==> src/rtl/ysyx_25040129_lsu.sv <==
// Load/store stage between EXU and WBU.
// Accepts one packet from EXU per valid/ready handshake. Performs at most one access on the
// memory request/response bus. Presents the writeback packet to WBU and drives the LSU-stage
// forwarding port.
// Ports:
//   clock, reset (async, active-low)
//   EXU side : is_req_valid_from_exu / is_req_ready_to_exu plus the *_in_lsu packet fields
//   mem req  : mem_req_valid / mem_req_ready, mem_addr, mem_wen, mem_wdata, mem_wstrb
//   mem rsp  : mem_rsp_valid / mem_rsp_ready, mem_rsp_rdata, mem_rsp_err
//   WBU side : is_req_valid_to_wbu / is_req_ready_from_wbu plus the *_out_lsu fields and lsu_fault
//   forward  : is_data_forward_valid_from_lsu, lsu_forward_data
module ysyx_25040129_lsu #(
    parameter int unsigned REGS_DIG = 5,
    parameter int unsigned CSR_DIG  = 12
) (
    input  logic                clock,
    input  logic                reset,
    input  logic                is_req_valid_from_exu,
    output logic                is_req_ready_to_exu,
    input  logic [REGS_DIG-1:0] rd_in_lsu,
    input  logic [31:0]         result_in_lsu,
    input  logic [31:0]         store_data_in_lsu,
    input  logic                mem_read_in_lsu,
    input  logic                mem_write_in_lsu,
    input  logic [2:0]          funct3_in_lsu,
    input  logic [CSR_DIG-1:0]  csr_addr_in_lsu,
    input  logic                csr_write_in_lsu,
    input  logic                reg_write_in_lsu,
    output logic                mem_req_valid,
    input  logic                mem_req_ready,
    output logic [31:0]         mem_addr,
    output logic                mem_wen,
    output logic [31:0]         mem_wdata,
    output logic [3:0]          mem_wstrb,
    input  logic                mem_rsp_valid,
    output logic                mem_rsp_ready,
    input  logic [31:0]         mem_rsp_rdata,
    input  logic                mem_rsp_err,
    output logic                is_req_valid_to_wbu,
    input  logic                is_req_ready_from_wbu,
    output logic [REGS_DIG-1:0] rd_out_lsu,
    output logic [31:0]         result_out_lsu,
    output logic [CSR_DIG-1:0]  csr_addr_out_lsu,
    output logic                csr_write_out_lsu,
    output logic                reg_write_out_lsu,
    output logic                lsu_fault,
    output logic                is_data_forward_valid_from_lsu,
    output logic [31:0]         lsu_forward_data
);

    typedef enum logic [1:0] {StIdle, StReq, StRsp, StWb} state_e;

    // Access size: 0 = byte, 1 = halfword, 2 = word. The unsigned load codes only mean a
    // narrow access for loads; any store code other than sb/sh is a full word.
    function automatic logic [1:0] access_size(input logic [2:0] f3, input logic is_load);
        logic [1:0] sz;
        case (f3)
            3'b000:  sz = 2'd0;
            3'b001:  sz = 2'd1;
            3'b100:  sz = is_load ? 2'd0 : 2'd2;
            3'b101:  sz = is_load ? 2'd1 : 2'd2;
            default: sz = 2'd2;
        endcase
        return sz;
    endfunction

    state_e              state_q, state_d;
    logic [REGS_DIG-1:0] rd_q, rd_d;
    logic [31:0]         addr_q, addr_d;
    logic [31:0]         sdata_q, sdata_d;
    logic [31:0]         result_q, result_d;
    logic                mem_read_q, mem_read_d;
    logic                mem_write_q, mem_write_d;
    logic [2:0]          funct3_q, funct3_d;
    logic [CSR_DIG-1:0]  csr_addr_q, csr_addr_d;
    logic                csr_write_q, csr_write_d;
    logic                reg_write_q, reg_write_d;
    logic                fault_q, fault_d;

    logic        st_req, st_rsp, st_wb;
    logic        accept;
    logic [1:0]  in_size, q_size;
    logic        in_misaligned;
    logic [31:0] lane;
    logic [31:0] load_data;

    assign st_req = (state_q == StReq);
    assign st_rsp = (state_q == StRsp);
    assign st_wb  = (state_q == StWb);

    // Gated with reset so EXU sees "not ready" for the whole time reset is held.
    assign is_req_ready_to_exu = reset & ((state_q == StIdle) | (st_wb & is_req_ready_from_wbu));
    assign accept              = is_req_valid_from_exu & is_req_ready_to_exu;

    assign in_size       = access_size(funct3_in_lsu, mem_read_in_lsu);
    assign in_misaligned = ((in_size == 2'd1) & result_in_lsu[0]) |
                           ((in_size == 2'd2) & (result_in_lsu[1:0] != 2'b00));

    // Load extraction: shift the addressed byte lane down to bit 0, then extend.
    assign lane = mem_rsp_rdata >> {addr_q[1:0], 3'b000};
    always_comb begin
        load_data = mem_rsp_rdata;
        case (funct3_q)
            3'b000:  load_data = {{24{lane[7]}}, lane[7:0]};
            3'b001:  load_data = {{16{lane[15]}}, lane[15:0]};
            3'b100:  load_data = {24'b0, lane[7:0]};
            3'b101:  load_data = {16'b0, lane[15:0]};
            default: load_data = mem_rsp_rdata;
        endcase
    end

    always_comb begin
        state_d     = state_q;
        rd_d        = rd_q;
        addr_d      = addr_q;
        sdata_d     = sdata_q;
        result_d    = result_q;
        mem_read_d  = mem_read_q;
        mem_write_d = mem_write_q;
        funct3_d    = funct3_q;
        csr_addr_d  = csr_addr_q;
        csr_write_d = csr_write_q;
        reg_write_d = reg_write_q;
        fault_d     = fault_q;

        unique case (state_q)
            StIdle: ;
            StReq: begin
                // A response in the handshake cycle is not looked at; only RSP counts.
                if (mem_req_ready) state_d = StRsp;
            end
            StRsp: begin
                if (mem_rsp_valid) begin
                    state_d = StWb;
                    if (mem_read_q) result_d = load_data;
                    if (mem_rsp_err) begin
                        fault_d     = 1'b1;
                        reg_write_d = 1'b0;
                    end
                end
            end
            StWb: begin
                if (is_req_ready_from_wbu) state_d = StIdle;
            end
            default: state_d = StIdle;
        endcase

        // A new packet overrides the WB->IDLE transition, giving back-to-back throughput.
        if (accept) begin
            rd_d        = rd_in_lsu;
            addr_d      = result_in_lsu;
            sdata_d     = store_data_in_lsu;
            result_d    = result_in_lsu;
            mem_read_d  = mem_read_in_lsu;
            mem_write_d = mem_write_in_lsu;
            funct3_d    = funct3_in_lsu;
            csr_addr_d  = csr_addr_in_lsu;
            csr_write_d = csr_write_in_lsu;
            reg_write_d = reg_write_in_lsu;
            fault_d     = 1'b0;
            if (!(mem_read_in_lsu | mem_write_in_lsu)) begin
                state_d = StWb;
            end else if (in_misaligned) begin
                state_d     = StWb;
                fault_d     = 1'b1;
                reg_write_d = 1'b0;
            end else begin
                state_d = StReq;
            end
        end
    end

    always_ff @(posedge clock or negedge reset) begin
        if (!reset) begin
            state_q     <= StIdle;
            rd_q        <= '0;
            addr_q      <= '0;
            sdata_q     <= '0;
            result_q    <= '0;
            mem_read_q  <= 1'b0;
            mem_write_q <= 1'b0;
            funct3_q    <= '0;
            csr_addr_q  <= '0;
            csr_write_q <= 1'b0;
            reg_write_q <= 1'b0;
            fault_q     <= 1'b0;
        end else begin
            state_q     <= state_d;
            rd_q        <= rd_d;
            addr_q      <= addr_d;
            sdata_q     <= sdata_d;
            result_q    <= result_d;
            mem_read_q  <= mem_read_d;
            mem_write_q <= mem_write_d;
            funct3_q    <= funct3_d;
            csr_addr_q  <= csr_addr_d;
            csr_write_q <= csr_write_d;
            reg_write_q <= reg_write_d;
            fault_q     <= fault_d;
        end
    end

    // Request fields come straight from the latched packet, so they hold while REQ waits.
    assign q_size = access_size(funct3_q, 1'b0);

    always_comb begin
        mem_addr  = '0;
        mem_wen   = 1'b0;
        mem_wdata = '0;
        mem_wstrb = '0;
        if (st_req) begin
            mem_addr = {addr_q[31:2], 2'b00};
            mem_wen  = mem_write_q;
            case (q_size)
                2'd0: begin
                    mem_wstrb = 4'b0001 << addr_q[1:0];
                    mem_wdata = {4{sdata_q[7:0]}};
                end
                2'd1: begin
                    mem_wstrb = 4'b0011 << addr_q[1:0];
                    mem_wdata = {2{sdata_q[15:0]}};
                end
                default: begin
                    mem_wstrb = 4'b1111;
                    mem_wdata = sdata_q;
                end
            endcase
        end
    end

    assign mem_req_valid       = st_req;
    assign mem_rsp_ready       = st_rsp;
    assign is_req_valid_to_wbu = st_wb;

    assign rd_out_lsu        = rd_q;
    assign result_out_lsu    = result_q;
    assign csr_addr_out_lsu  = csr_addr_q;
    assign csr_write_out_lsu = csr_write_q & st_wb;
    assign reg_write_out_lsu = reg_write_q & st_wb;
    assign lsu_fault         = fault_q & st_wb;

    assign is_data_forward_valid_from_lsu = reg_write_out_lsu;
    assign lsu_forward_data               = result_q;

endmodule

==> config.mk <==
export PLATFORM = sky130hd
export DESIGN_NAME = ysyx_25040129_lsu
export DESIGN_NICKNAME = d
export VERILOG_FILES = /design/src/rtl/ysyx_25040129_lsu.sv
export SDC_FILE = /design/constraint.sdc
export NUM_CORES = 1
export LEC_CHECK = 0
export BUFFER_PORTS_ARGS = -buffer_cell sky130_fd_sc_hd__buf_2
export CAP_MARGIN = 5
export CORE_MARGIN = 1
export CORE_UTILIZATION = 40
export CTS_CLUSTER_DIAMETER = 30
export DETAILED_ROUTE_END_ITERATION = 12
export GPL_ROUTABILITY_DRIVEN = 1
export PLACE_DENSITY = 0.72
export SYNTH_ARGS = -nofsm -noshare
export SYNTH_HDL_FRONTEND = slang
export SYNTH_SLANG_ARGS = --single-unit
==> constraint.sdc <==
create_clock -name clock -period 2.95 [get_ports clock]
set_clock_uncertainty 0.2 [all_clocks]
set_input_delay 0.295 -clock clock [delete_from_list [all_inputs] [get_ports clock]]
set_output_delay 0.295 -clock clock [all_outputs]
set_load 0.01 [all_outputs]
### Word-level counts from Yosys, hierarchy flattened

Cells that the tools add are included.

* flip-flop bits (word level): 123
* input port bits: 127
* output and inout port bits: 158
* logic and storage cells: 88

* equal/unequal tests: 15
* shifts and indexed selects: 3
* mux-type cells: 34
* bitwise operators: 11
* reductions and logical operators: 13

Operators with widths (count)
* $mux W32: 6
* $pmux W32 S4: 1
* $pmux W32 S2: 1
* $shr A32 B5 Y16: 1
* $mux W2: 8
* $mux W1: 13
* $eq A3 B3 Y1 const B: 4
* $reduce_bool A2 Y1: 5
* $and A1 B1 Y1: 8
* $pmux W2 S4: 1
* $pmux W4 S2: 1
* $eq A2 B1 Y1 const B: 3
* $eq A2 B2 Y1 const B: 3
* $eq A3 B1 Y1 const B: 2
* $logic_not A3 Y1: 2
* $ne A3 B2 Y1 const B: 2
* $pmux W2 S3: 1
* $reduce_and A3 Y1: 2
* $logic_not A2 Y1: 2
* $mux W4: 1
* $pmux W2 S2: 1
* $reduce_and A4 Y1: 1
* $reduce_bool A4 Y1: 1
* $shl A1 B2 Y4 const A: 1
* other kinds (3): 5

### Longest topological paths before layout

* depth in word-level cells: 8
* gate-level depth with buffers: 9
* gate-level depth less buffers: 6

### Least setup slack after synthesis

No wires, ideal clock.

* path type: register -> output
* start point: reg funct3_q[1]
* end point: out mem_wdata[10]
* arrival: 1517 ps
* required time: 2455 ps
* slack: 938 ps
* stages on the path, launching flop included: 7
* buffers on the path: 2
* cell sequence: dfrtp_1 -> clkbuf_1 -> or2_2 -> clkbuf_1 -> nor2_1 -> nand2_1 -> a21oi_1

* word-level cells in the longest chain between the ends: 5
* elaborated cells between the ends (all ways): 7
* those cells by class: eq/ne (2); mux (3); reduce/logical (2)

RTL lines
* from (decl): RTL line 74 `logic [2:0] funct3_q, funct3_d;`
* from (signal assigned): RTL line 195 `funct3_q <= funct3_d;`
* $eq A3 B1 Y1 / $logic_not A3 Y1 (equally long branches): RTL line 57 `case (f3)`
* $pmux W2 S2 *: RTL line 57
* $eq A2 B1 Y1 / $logic_not A2 Y1 (equally long branches): RTL line 214 `case (q_size)`
* $pmux W32 S2 *: RTL line 214
* $mux W32 *: RTL line 211 `if (st_req) begin`
* to (decl): RTL line 33 `output logic [31:0] mem_wdata,`

Mark *: on every way between the ends. The rest lies on a longest branch, timed or not.

### Worst setup path after layout

* start point: reg funct3_q[2]
* end point: out mem_wdata[14]

The elaborated chain is that of the path after synthesis.

==> results summary <==
The run finished with clean final reports. The worst pin sits at a relative slew slack of 37.1%. The number of hold violations in the final report came out at 0. The starting density of the core came out at 41.4%. Summed over all layers, the global routing overflow is 0. In the post-synthesis netlist, the cell with the most instances is sky130_fd_sc_hd__nand2_1. The first-pass GRT wire length came out at 35.5 mm.

The die outline width came out at 131 um. The count of unresolved DRC violations after routing came out at 0. The total of buffers placed on input and output ports is 282. The main flop type after synthesis is sky130_fd_sc_hd__dfrtp_1.

The commonest cells after synthesis are sky130_fd_sc_hd__nand2_1, sky130_fd_sc_hd__dfrtp_1, sky130_fd_sc_hd__o21ai_0. The number of buffer and inverter stages on the critical path came out at 1. The die footprint came out at 0.0171 mm2. The detailed-route wire length is 23.1 mm. Of the cells placed in the final design, the portion with a size suffix greater than 1 is 28.9%. The area share of the largest cell type after synthesis is 46.3%. Setup violations remaining at the end of the flow were counted as 0. The number of nets in the finished design is 1282. The number of warnings issued by yosys is 0. The number of vias after detailed routing came out at 6991.

The library cell contributing the largest single delay on the critical path is sky130_fd_sc_hd__nor2_1. The number of sinks driven by the clock tree is 123. The synthesis-to-layout area growth came out at 44.0%. The placed wire-length estimate is 15.6 mm.

The worst setup path is captured at an output port. The total negative slack came out at 0 ns. Ranked by total cell area, the synthesized netlist is headed by sky130_fd_sc_hd__dfrtp_1, sky130_fd_sc_hd__nand2_1, sky130_fd_sc_hd__o21ai_0. The critical path in this run is classified as register to output port.

The power density relative to cell area is 991 mW/mm2. The maximum buffer depth of the clock tree came out at 2. The post-synthesis instance total came out at 832. The min-delay analysis places its worst path in the category input port to register. Broken down by cell family, the worst path's largest delay share belongs to simple AND/OR/NAND/NOR gates. Once placement finished, the instance area stood at 0.00801 mm2. The largest total area in the synthesized netlist belongs to sky130_fd_sc_hd__dfrtp_1. The number of enable flip-flop cells after synthesis came out at 0. The cell sitting at the root of the clock tree is a sky130_fd_sc_hd__clkbuf_16. The clock latency of the later-clocked register in the worst-skew pair is 0.41 ns. Routability-driven placement finished with a final weighted congestion of 0.857. The post-synthesis average cell area came out at 7.99 um2. The vertical extent of the die is 131 um.

The number of global-route vias before repair was 6728. The number of antenna violations at the first check in global routing is 1. Before CTS, the worst setup slack after placement is 0.543 ns.

The number of levels in the clock H-tree came out at 4. The initial detailed-routing violation count is 390. In this run, synthesis produced a sequential element count of 123.

The portion of the post-synthesis area used by sequential elements is 46.3%. The count of boundary I/O pins is 285. The amount of wire on met3 after detailed routing is 1.74 mm. The ratio of final minimum period to clock period came out at 90.5%.

The signal on the critical path passes through or2_2 > nor2_1 > nand2_1 > a21oi_1 > buf_2. TritonCTS built the clock tree. The cell leakage power is 5.05 nW. The finished cells cover 0.00957 mm2.

The met2 wirelength from detailed routing came out at 11.3 mm. In this run the worst path has a maximum fanout of 8. The arrival time at the worst endpoint is 2.17 ns. In the post-route analysis, the smallest setup slack over all paths is 0.280 ns. The number of buffers created by CTS is 17. The number of nets with antenna violations after routing is 0. The number of core rows came out at 46. Using the TritonRoute via totals, the vias-per-cell ratio works out to 5.07. The maximum number of pins on one net before global-route repair came out at 74.

The routed metal-1 wire length came out at 9.40 mm. The count of buffers added by post-CTS timing repair for setup came out at 0. In the synthesized netlist the async set-or-reset flop fraction comes to 100%. In this run the top signal layer used is met4. The region available for standard cell placement spans 0.0161 mm2. The all-layer global routing usage is 27.5%. The first-pass detailed-route iteration total is 5. Clock-pin slew was measured on the worst setup and hold paths at 0.06 ns.

The worst setup path is launched from a register. For this run, the top clock speed supported by timing is 375 MHz. The power after layout is 9.48 mW. For the pin with the worst max-slew slack, the measured transition is 0.944 ns.

The number of distinct library cell variants in the gate-level netlist after synthesis came out at 42. The minimum clock period after layout is 2.67 ns. The data required time of the worst path came out at 2.46 ns. The final routed wire length divided by cell count is 16.7 um. Fill cells in the final layout number 1399. The maximum VDD drop is 463 uV. The number of max-slew violations in the final report came out at 0.

The peak per-stage delay on the critical path came out at 0.53 ns. Max-cap violations in this run came to 0. The total standard cell area after synthesis came out at 0.00664 mm2. Setup repair after global routing left no endpoint under its margin.
## path summary, 6_finish.rpt
check                      slack [ns]                               end  depth (start not counted)               startpoint
min in group asynchronous        0.49   lsu_forward_data[2]$_DFFE_PN0P_                          3                    reset
max reg2reg                      0.50  lsu_forward_data[30]$_DFFE_PN0P_                          7   state_q[0]$_DFFE_PN0P_
max in group asynchronous        0.83           sdata_q[25]$_DFFE_PN0P_                          4                    reset
max                              0.28                     mem_wdata[14]                          5  funct3_q[2]$_DFFE_PN0P_
min                              0.02   lsu_forward_data[1]$_DFFE_PN0P_                          3         mem_rsp_rdata[1]
min reg2reg                      0.27            addr_q[12]$_DFFE_PN0P_                          2   addr_q[12]$_DFFE_PN0P_
## through the flow
stage / hold slack, ns / utilization, % / cells
floorplan: -0.201 / - / 833
global placement: 0.250 / 49.9 / 1255
detailed placement: 0.256 / 49.9 / 1255
CTS: 0.00764 / 59.6 / 1379
global route: 0.0138 / 59.6 / 1380
finish: 0.0218 / 59.6 / 1380
## layout by cell type, fill, tap and decap left out, types with 7 or more instances in the layout
cell,instances
sky130_fd_sc_hd__a211oi_1,16
sky130_fd_sc_hd__a21oi_1,28
sky130_fd_sc_hd__a31oi_1,19
sky130_fd_sc_hd__and2_1,43
sky130_fd_sc_hd__buf_2,281
sky130_fd_sc_hd__buf_4,14
sky130_fd_sc_hd__clkbuf_16,17
sky130_fd_sc_hd__dfrtp_1,123
sky130_fd_sc_hd__dlygate4sd3_1,93
sky130_fd_sc_hd__inv_1,17
sky130_fd_sc_hd__mux2i_1,26
sky130_fd_sc_hd__nand2_1,315
sky130_fd_sc_hd__nand3b_1,7
sky130_fd_sc_hd__nor2_1,16
sky130_fd_sc_hd__o211ai_1,7
sky130_fd_sc_hd__o21ai_0,67
sky130_fd_sc_hd__o21ai_1,11
sky130_fd_sc_hd__o32ai_1,7
## flip-flops by register name, summed over array words and instances, names as in the netlist
register,count
mem_read_q,1
funct3_q,3
csr_addr_out_lsu,12
sdata_q,32
reg_write_q,1
addr_q,32
fault_q,1
rd_out_lsu,5
csr_write_q,1
lsu_forward_data,32
state_q,2
mem_write_q,1
## power by group
group / switching (mW) / internal (mW)
logic: 2.50 / 1.65
clock network: 0.793 / 1.41
registers: 0.632 / 2.49
## per-layer routing
metal	GRT usage [%]	vias up
li1	-	3343
met4	10.4	0
met2	47.3	331
met3	7.08	50
met5	0	-
met1	33.0	3267
## tightest hold or removal path, cell delays in order
cell and delay [ns]:
sky130_fd_sc_hd__buf_2 0.07, sky130_fd_sc_hd__a211oi_1 0.06, sky130_fd_sc_hd__o21ai_0 0.16
## cells by family after synthesis
family,synth area share (%)
other,0.0564
AO/OA/AOI/OAI,15.1
multiplexers,4.26
AND/OR/NAND/NOR,25.0
adder cells (fa/ha/maj),0.753
buffers and inverters,8.55
flip-flops,46.3
## cell type report
type / instances / area (um2) / area share [%]
Antenna cell: 1 / 2.50 / 0.0262
Clock buffer: 17 / 425 / 4.45
Clock inverter: 14 / 195 / 2.04
Inverter: 17 / 63.8 / 0.667
Multi-Input combinational cell: 600 / 3020 / 31.6
Sequential cell: 123 / 3080 / 32.2
Tap cell: 216 / 270 / 2.82
Timing Repair Buffer: 392 / 2510 / 26.3
## repair_timing
item / CTS / global route
gates resized for setup: 0 / 0
endpoints found under the hold margin: 190 / 0
hold buffers: 93 / 0
Power figures use the tool's default switching activity.
